===== src/rtl/mem_access_ctrl.sv =====
// Memory-stage sequencer: issues one dcache access per memory instruction, stalls the
// pipeline until dhit, and holds the per-core LR/SC reservation.
module mem_access_ctrl #(
   parameter int CNT_W = 16
) (
   input  logic             CLK,
   input  logic             nRST,
   input  logic             req_valid,
   input  logic             req_ren,
   input  logic             req_wen,
   input  logic             req_atomic,
   input  logic             req_halt,
   input  logic [31:0]      req_addr,
   input  logic [31:0]      req_store,
   input  logic             latch_adv,
   input  logic             dhit,
   input  logic [31:0]      dmemload,
   input  logic             snoop_inval,
   input  logic [31:0]      snoop_addr,
   output logic             dmemREN,
   output logic             dmemWEN,
   output logic [31:0]      dmemaddr,
   output logic [31:0]      dmemstore,
   output logic [31:0]      load_data,
   output logic             sc_fail,
   output logic             mem_stall,
   output logic             memwb_flush,
   output logic             link_valid,
   output logic [31:0]      link_addr,
   output logic [CNT_W-1:0] stall_cycles
);

   typedef enum logic [1:0] {IDLE, WAIT, DONE} state_t;

   state_t             state_reg, state_next;
   logic               link_valid_reg, link_valid_next;
   logic [31:0]        link_addr_reg, link_addr_next;
   logic [31:0]        load_data_reg, load_data_next;
   logic               sc_fail_reg, sc_fail_next;
   logic [CNT_W-1:0]   stall_cnt_reg, stall_cnt_next;

   logic mem_op, is_lr, is_sc, sc_bad, complete, sc_now;
   logic unused_bits;

   assign unused_bits = ^snoop_addr[1:0];
   assign mem_op = req_valid & (req_ren | req_wen) & ~req_halt;
   assign is_lr  = req_atomic & req_ren;
   assign is_sc  = req_atomic & req_wen;
   assign sc_bad = is_sc & ~(link_valid_reg & (link_addr_reg[31:2] == req_addr[31:2]));

   // Address/data pass straight through but are forced low while reset is asserted.
   assign dmemaddr  = nRST ? req_addr  : 32'h0;
   assign dmemstore = nRST ? req_store : 32'h0;

   assign link_valid   = link_valid_reg;
   assign link_addr    = link_addr_reg;
   assign stall_cycles = stall_cnt_reg;

   always_comb begin
      state_next  = state_reg;
      dmemREN     = 1'b0;
      dmemWEN     = 1'b0;
      mem_stall   = 1'b0;
      memwb_flush = 1'b0;
      complete    = 1'b0;
      sc_now      = 1'b0;
      sc_fail     = 1'b0;
      load_data   = load_data_reg;
      case (state_reg)
         IDLE: begin
            if (mem_op) begin
               dmemREN = req_ren & ~sc_bad;
               dmemWEN = req_wen & ~sc_bad;
               if (dhit || sc_bad) begin
                  complete = 1'b1;
                  sc_now   = sc_bad;
               end else begin
                  mem_stall   = 1'b1;
                  memwb_flush = 1'b1;
                  state_next  = WAIT;
               end
            end
         end
         WAIT: begin
            dmemREN = req_ren;
            dmemWEN = req_wen;
            if (dhit) begin
               complete = 1'b1;
            end else begin
               mem_stall   = 1'b1;
               memwb_flush = 1'b1;
            end
         end
         DONE: begin
            memwb_flush = 1'b1;
            sc_fail     = sc_fail_reg;
            if (latch_adv) state_next = IDLE;
         end
         default: state_next = IDLE;
      endcase
      if (complete) begin
         load_data  = dmemload;
         sc_fail    = sc_now;
         state_next = latch_adv ? IDLE : DONE;
      end
      // Requests must drop the moment reset asserts, not at the next edge.
      if (!nRST) begin
         dmemREN     = 1'b0;
         dmemWEN     = 1'b0;
         mem_stall   = 1'b0;
         memwb_flush = 1'b0;
         sc_fail     = 1'b0;
         load_data   = 32'h0;
      end
   end

   always_comb begin
      link_valid_next = link_valid_reg;
      link_addr_next  = link_addr_reg;
      load_data_next  = complete ? dmemload : load_data_reg;
      sc_fail_next    = complete ? sc_now : sc_fail_reg;
      stall_cnt_next  = stall_cnt_reg;
      if (mem_stall && stall_cnt_reg != {CNT_W{1'b1}})
         stall_cnt_next = stall_cnt_reg + CNT_W'(1);
      if (complete) begin
         if (is_sc) begin
            link_valid_next = 1'b0;
         end else if (is_lr) begin
            link_valid_next = 1'b1;
            link_addr_next  = req_addr;
         end else if (req_wen && req_addr[31:2] == link_addr_reg[31:2]) begin
            link_valid_next = 1'b0;
         end
      end
      // A snoop beats everything, including an LR to the snooped word completing now.
      if (snoop_inval && ((snoop_addr[31:2] == link_addr_reg[31:2]) ||
                          (complete && is_lr && snoop_addr[31:2] == req_addr[31:2])))
         link_valid_next = 1'b0;
      if (req_valid && req_halt)
         link_valid_next = 1'b0;
   end

   always_ff @(posedge CLK or negedge nRST) begin
      if (!nRST) begin
         state_reg      <= IDLE;
         link_valid_reg <= 1'b0;
         link_addr_reg  <= 32'h0;
         load_data_reg  <= 32'h0;
         sc_fail_reg    <= 1'b0;
         stall_cnt_reg  <= '0;
      end else begin
         state_reg      <= state_next;
         link_valid_reg <= link_valid_next;
         link_addr_reg  <= link_addr_next;
         load_data_reg  <= load_data_next;
         sc_fail_reg    <= sc_fail_next;
         stall_cnt_reg  <= stall_cnt_next;
      end
   end

endmodule


===== config.mk =====
export PLATFORM = sky130hd
export DESIGN_NAME = mem_access_ctrl
export DESIGN_NICKNAME = d
export VERILOG_FILES = /design/src/rtl/mem_access_ctrl.sv
export SDC_FILE = /design/constraint.sdc
export NUM_CORES = 1
export LEC_CHECK = 0
export ABC_AREA = 1
export CORE_ASPECT_RATIO = 0.6
export CORE_MARGIN = 8
export CORE_UTILIZATION = 35
export DETAILED_ROUTE_END_ITERATION = 8
export PLACE_DENSITY = 0.74
export REMOVE_ABC_BUFFERS = 1
export SETUP_SLACK_MARGIN = 0.1
export SYNTH_ARGS = -nofsm -noshare
export SYNTH_HDL_FRONTEND = slang
export SYNTH_SLANG_ARGS = --single-unit

===== constraint.sdc =====
create_clock -name CLK -period 1.9 [get_ports CLK]
set_input_delay 0.38 -clock CLK [delete_from_list [all_inputs] [get_ports CLK]]
set_output_delay 0.38 -clock CLK [all_outputs]
set_load 0.01 [all_outputs]

==> metrics.md <==
| Metric | Value |
|---|---|
| Power per Cell Area | `approximately 1000 nW/um2` |
| CP Class | `reg -> out` |
| Synthesis Warnings | `0` |
| Pre-CTS setup slack | `-1.41 ns` |
| R2R setup slack | `-0.46 ns` |
| Setup TNS | `-48.73 ns` |
| Max incr delay on CP | `0.40 ns` |
| Sw frac | `around 39%` |
| Detailed Place HPWL | `17.6 mm` |
| Initial core utilization | `35.2%` |
| Die Ht | `117 um` |
| GRT Total Usage | `21.0%` |
| Tmin final | `2.75 ns` |
| Number of I/O pins | `288` |
| Share of power burned in registers | `between 20% and 30%` |
| Critical Path AT | `approximately 2.4 ns` |
| Top-count cell post-synth | `nand2_1` |
| Gpl congestion | `~0.87` |
| Clock power share | `16.0%` |
| CP bufs+invs | `4` |
| PnR worst setup slack | `-0.853 ns` |
| Area of the die | `~21000 um2` |
| R2r startpoint | `link_addr[9]` |
| Core footprint | `about 17000 um2` |
| Area leader, netlist | `dfrtp_1` |
| WL final | `26.1 mm` |
| Clock latency on the worst-skew pair | `around 0.34 ns` |
| Crit path required time | `1.52 ns` |
| Hold violation total from the final report | `0` |
| Clock Tree Buf Depth | `2` |
| Crit Path Max Fanout | `6` |
| Final period util | `145%` |
| EDFF count, synth | `0` |
| Largest net degree at the start of global routing | `33` |
| Skew final | `0.0144 ns` |
| Max-slew violations | `0` |
| Placed instance count | `about 1500` |
| Detail Route Antenna Nets | `0` |
| 1st-pass router iterations | `4` |
| Vias in the first global route | `6818` |
| Drt wl/cell | `16.9 um` |
| Via-per-instance ratio | `4.65` |
| Slowest CP cell | `dfrtp_1` |
| CTS H-tree depth | `3` |
| Worst setup path startpoint | `link_addr[9]` |
| Sequential area share after synthesis | `35.5%` |
| Ant. Diodes | `0` |
| Sw power | `4480 uW` |
| CP delay by family, top | `simple AND/OR/NAND/NOR gates` |
| Buffers added on ports | `~290` |
| Worst hold-check path type | `in -> async` |
| Synth area leaders | `dfrtp_1, nand2_1, inv_1, xnor2_1, xor2_1` |
| #FFs+latches synth | `84` |
| Finished Layout Cells | `1543` |
| Rel. slew slack | `75.0%` |
| Ratio of cells with drive above 1 in the final layout | `29.9%` |
| Mapped Area | `5930 um2` |
| Initial antenna violation count | `0` |
| Num CTS Buffers | `9` |
| Final Cell Area | `11500 um2` |
| Worst slew pin tran | `0.373 ns` |
| Synth top area share | `35.5%` |
| VDD IR max | `517 uV` |
| Synth cell count leaders | `nand2_1, inv_1, dfrtp_1, nor2_1, o21ai_0` |
| Netlist cell types | `36` |
| Gate power share | `57.3%` |
| Syn_area_per_cell | `approximately 6.8 um2` |
| Max-Cap Viols | `0` |
| Area Growth Syn to Fin | `94.0%` |
| Reg2reg end | `stall_cycles[3]` |
| Leak | `0.00639 uW` |
| GRT overflow | `0` |
| Clk slew on worst S/H paths | `~0.07 ns` |
| # clock sinks | `84` |
| Worst Setup End Kind | `output pin` |
| Internal power | `roughly 7100 uW` |
| Failing checks | `setup timing` |
| Max Freq | `0.363 GHz` |
| Via count | `7176` |
| Count of final setup violators | `102` |
| Asr flop ratio synth | `100%` |
| Die Span X | `184 um` |
| Critical-path cell list | `inv_1, nand2_1, nand2_1, nand2_1, nor2_2, nand2_2, nor2_4, nand3_4, nand3_4, nand2_8, buf_12, buf_6, o21ai_4, nor2_2, buf_2` |
| Hold Slack | `0.0510 ns` |
| Crit-path most repeated cell | `nand2_1` |
| RSZ-0062 raised after global routing | `yes` |
| FP Rows | `37` |
| Drt drc | `0` |
| Global-route wire length before repair | `approximately 36 mm` |
| TritonCTS clock tree | `built` |
| Initial DRC count | `484` |
| Top_reg_cell synth | `dfrtp_1` |
| Syn Inst Count | `875` |
| Post-DP Area | `9850 um2` |
| Worst R2R Path Depth | `20` |
| CTS root buffer | `clkbuf_16` |
| Status | `finished with violations` |
| # nets final | `1443` |
| Startpoint types | `flip-flop` |
==> power by group through the flow <==
stage | clock [uW] | combinational [uW] | sequential, uW
after floorplan | 0 | 1990 | 3210
after detailed placement | 0 | 5320 | 2950
after CTS | 1900 | 5500 | 2960
after global routing | 1970 | 7120 | 3170
after global placement | 0 | 5220 | 2910
final | 1850 | 6630 | 3080
==> through the flow <==
| stage | power [uW] | util (%) |
|---|---|---|
| 6_report | 11600 | 68.3 |
| 5_1_grt | 12300 | 68.3 |
| 4_1_cts | 10400 | 61.7 |
| 3_5_place_dp | 8270 | 58.4 |
| 3_3_place_gp | 8130 | 58.4 |
| 2_1_floorplan | 5200 | - |
==> timing repair <==
item | in CTS | in global routing
setup endpoints to repair | 185 | 151
hold buffers | 1 | 0
buffers inserted | 10 | 22
gates resized for setup | 243 | 259
endpoints found under the hold margin | 1 | 0
cloned | 6 | 12
pin swaps | 19 | 16
==> layout make-up <==
class / instances / area [um2]
multi-input combinational: 564 / 3600
clock inverter: 7 / 82.6
sequential: 84 / 2110
timing repair buffer: 445 / 4450
clock buffer: 9 / 225
inverter: 200 / 751
tap: 234 / 293
fill: 1390 / 5350
==> per-layer routing <==
| metal | vias to the layer above | wire length [um] | GRT usage (%) |
|---|---|---|---|
| li1 | 3497 | - | - |
| met5 | - | 0 | 0 |
| met3 | 16 | 2150 | 7.06 |
| met2 | 281 | 12600 | 36.9 |
| met1 | 3382 | 11100 | 25.2 |
| met4 | 0 | 227 | 3.64 |
==> worst max-delay path by stage <==
stage,to,slack (ns),cells past startpoint
after global routing,load_data[3],-0.99,16
after CTS,load_data[4],-0.89,12
after global placement,load_data[5],-1.34,16
after detailed placement,load_data[8],-1.41,16
after floorplan,link_addr[10],-0.80,9
final,load_data[25],-0.85,15
==> kinds of logic (layout without fill, tap and decap cells) <==
logic type | after synthesis | count (layout) | synth area share [%]
XOR/XNOR | 63 | 63 | 9.31
buffers and inverters | 228 | 661 | 15.2
adder cells (fa/ha/maj) | 1 | 1 | 0.211
AND/OR/NAND/NOR | 412 | 413 | 30.7
AO/OA/AOI/OAI | 87 | 87 | 9.07
flip-flops | 84 | 84 | 35.5
==> cells in the final DEF, fill, tap and decap left out, drive strengths merged <==
cell / count
nand2: 267
inv: 202
buf: 188
clkdlybuf4s50: 143
dfrtp: 84
nor2: 75
o21ai: 72
dlygate4sd2: 69
xnor2: 34
dlymetal6s2s: 34
xor2: 29
nand4: 28
nand3: 18
clkbuf: 17
nor3: 10
or2: 9
o22ai: 5
nor4: 3
a21oi: 3
o211ai: 2
and3: 2
clkinvlp: 2
clkinv: 2
a211oi: 2
a31oi: 1
o2111ai: 1
nor3b: 1
a21boi: 1
ha: 1
bufinv: 1
bufbuf: 1
dlygate4sd3: 1
clkdlybuf4s15: 1
Note: power is estimated with default switching activity, not from simulation.
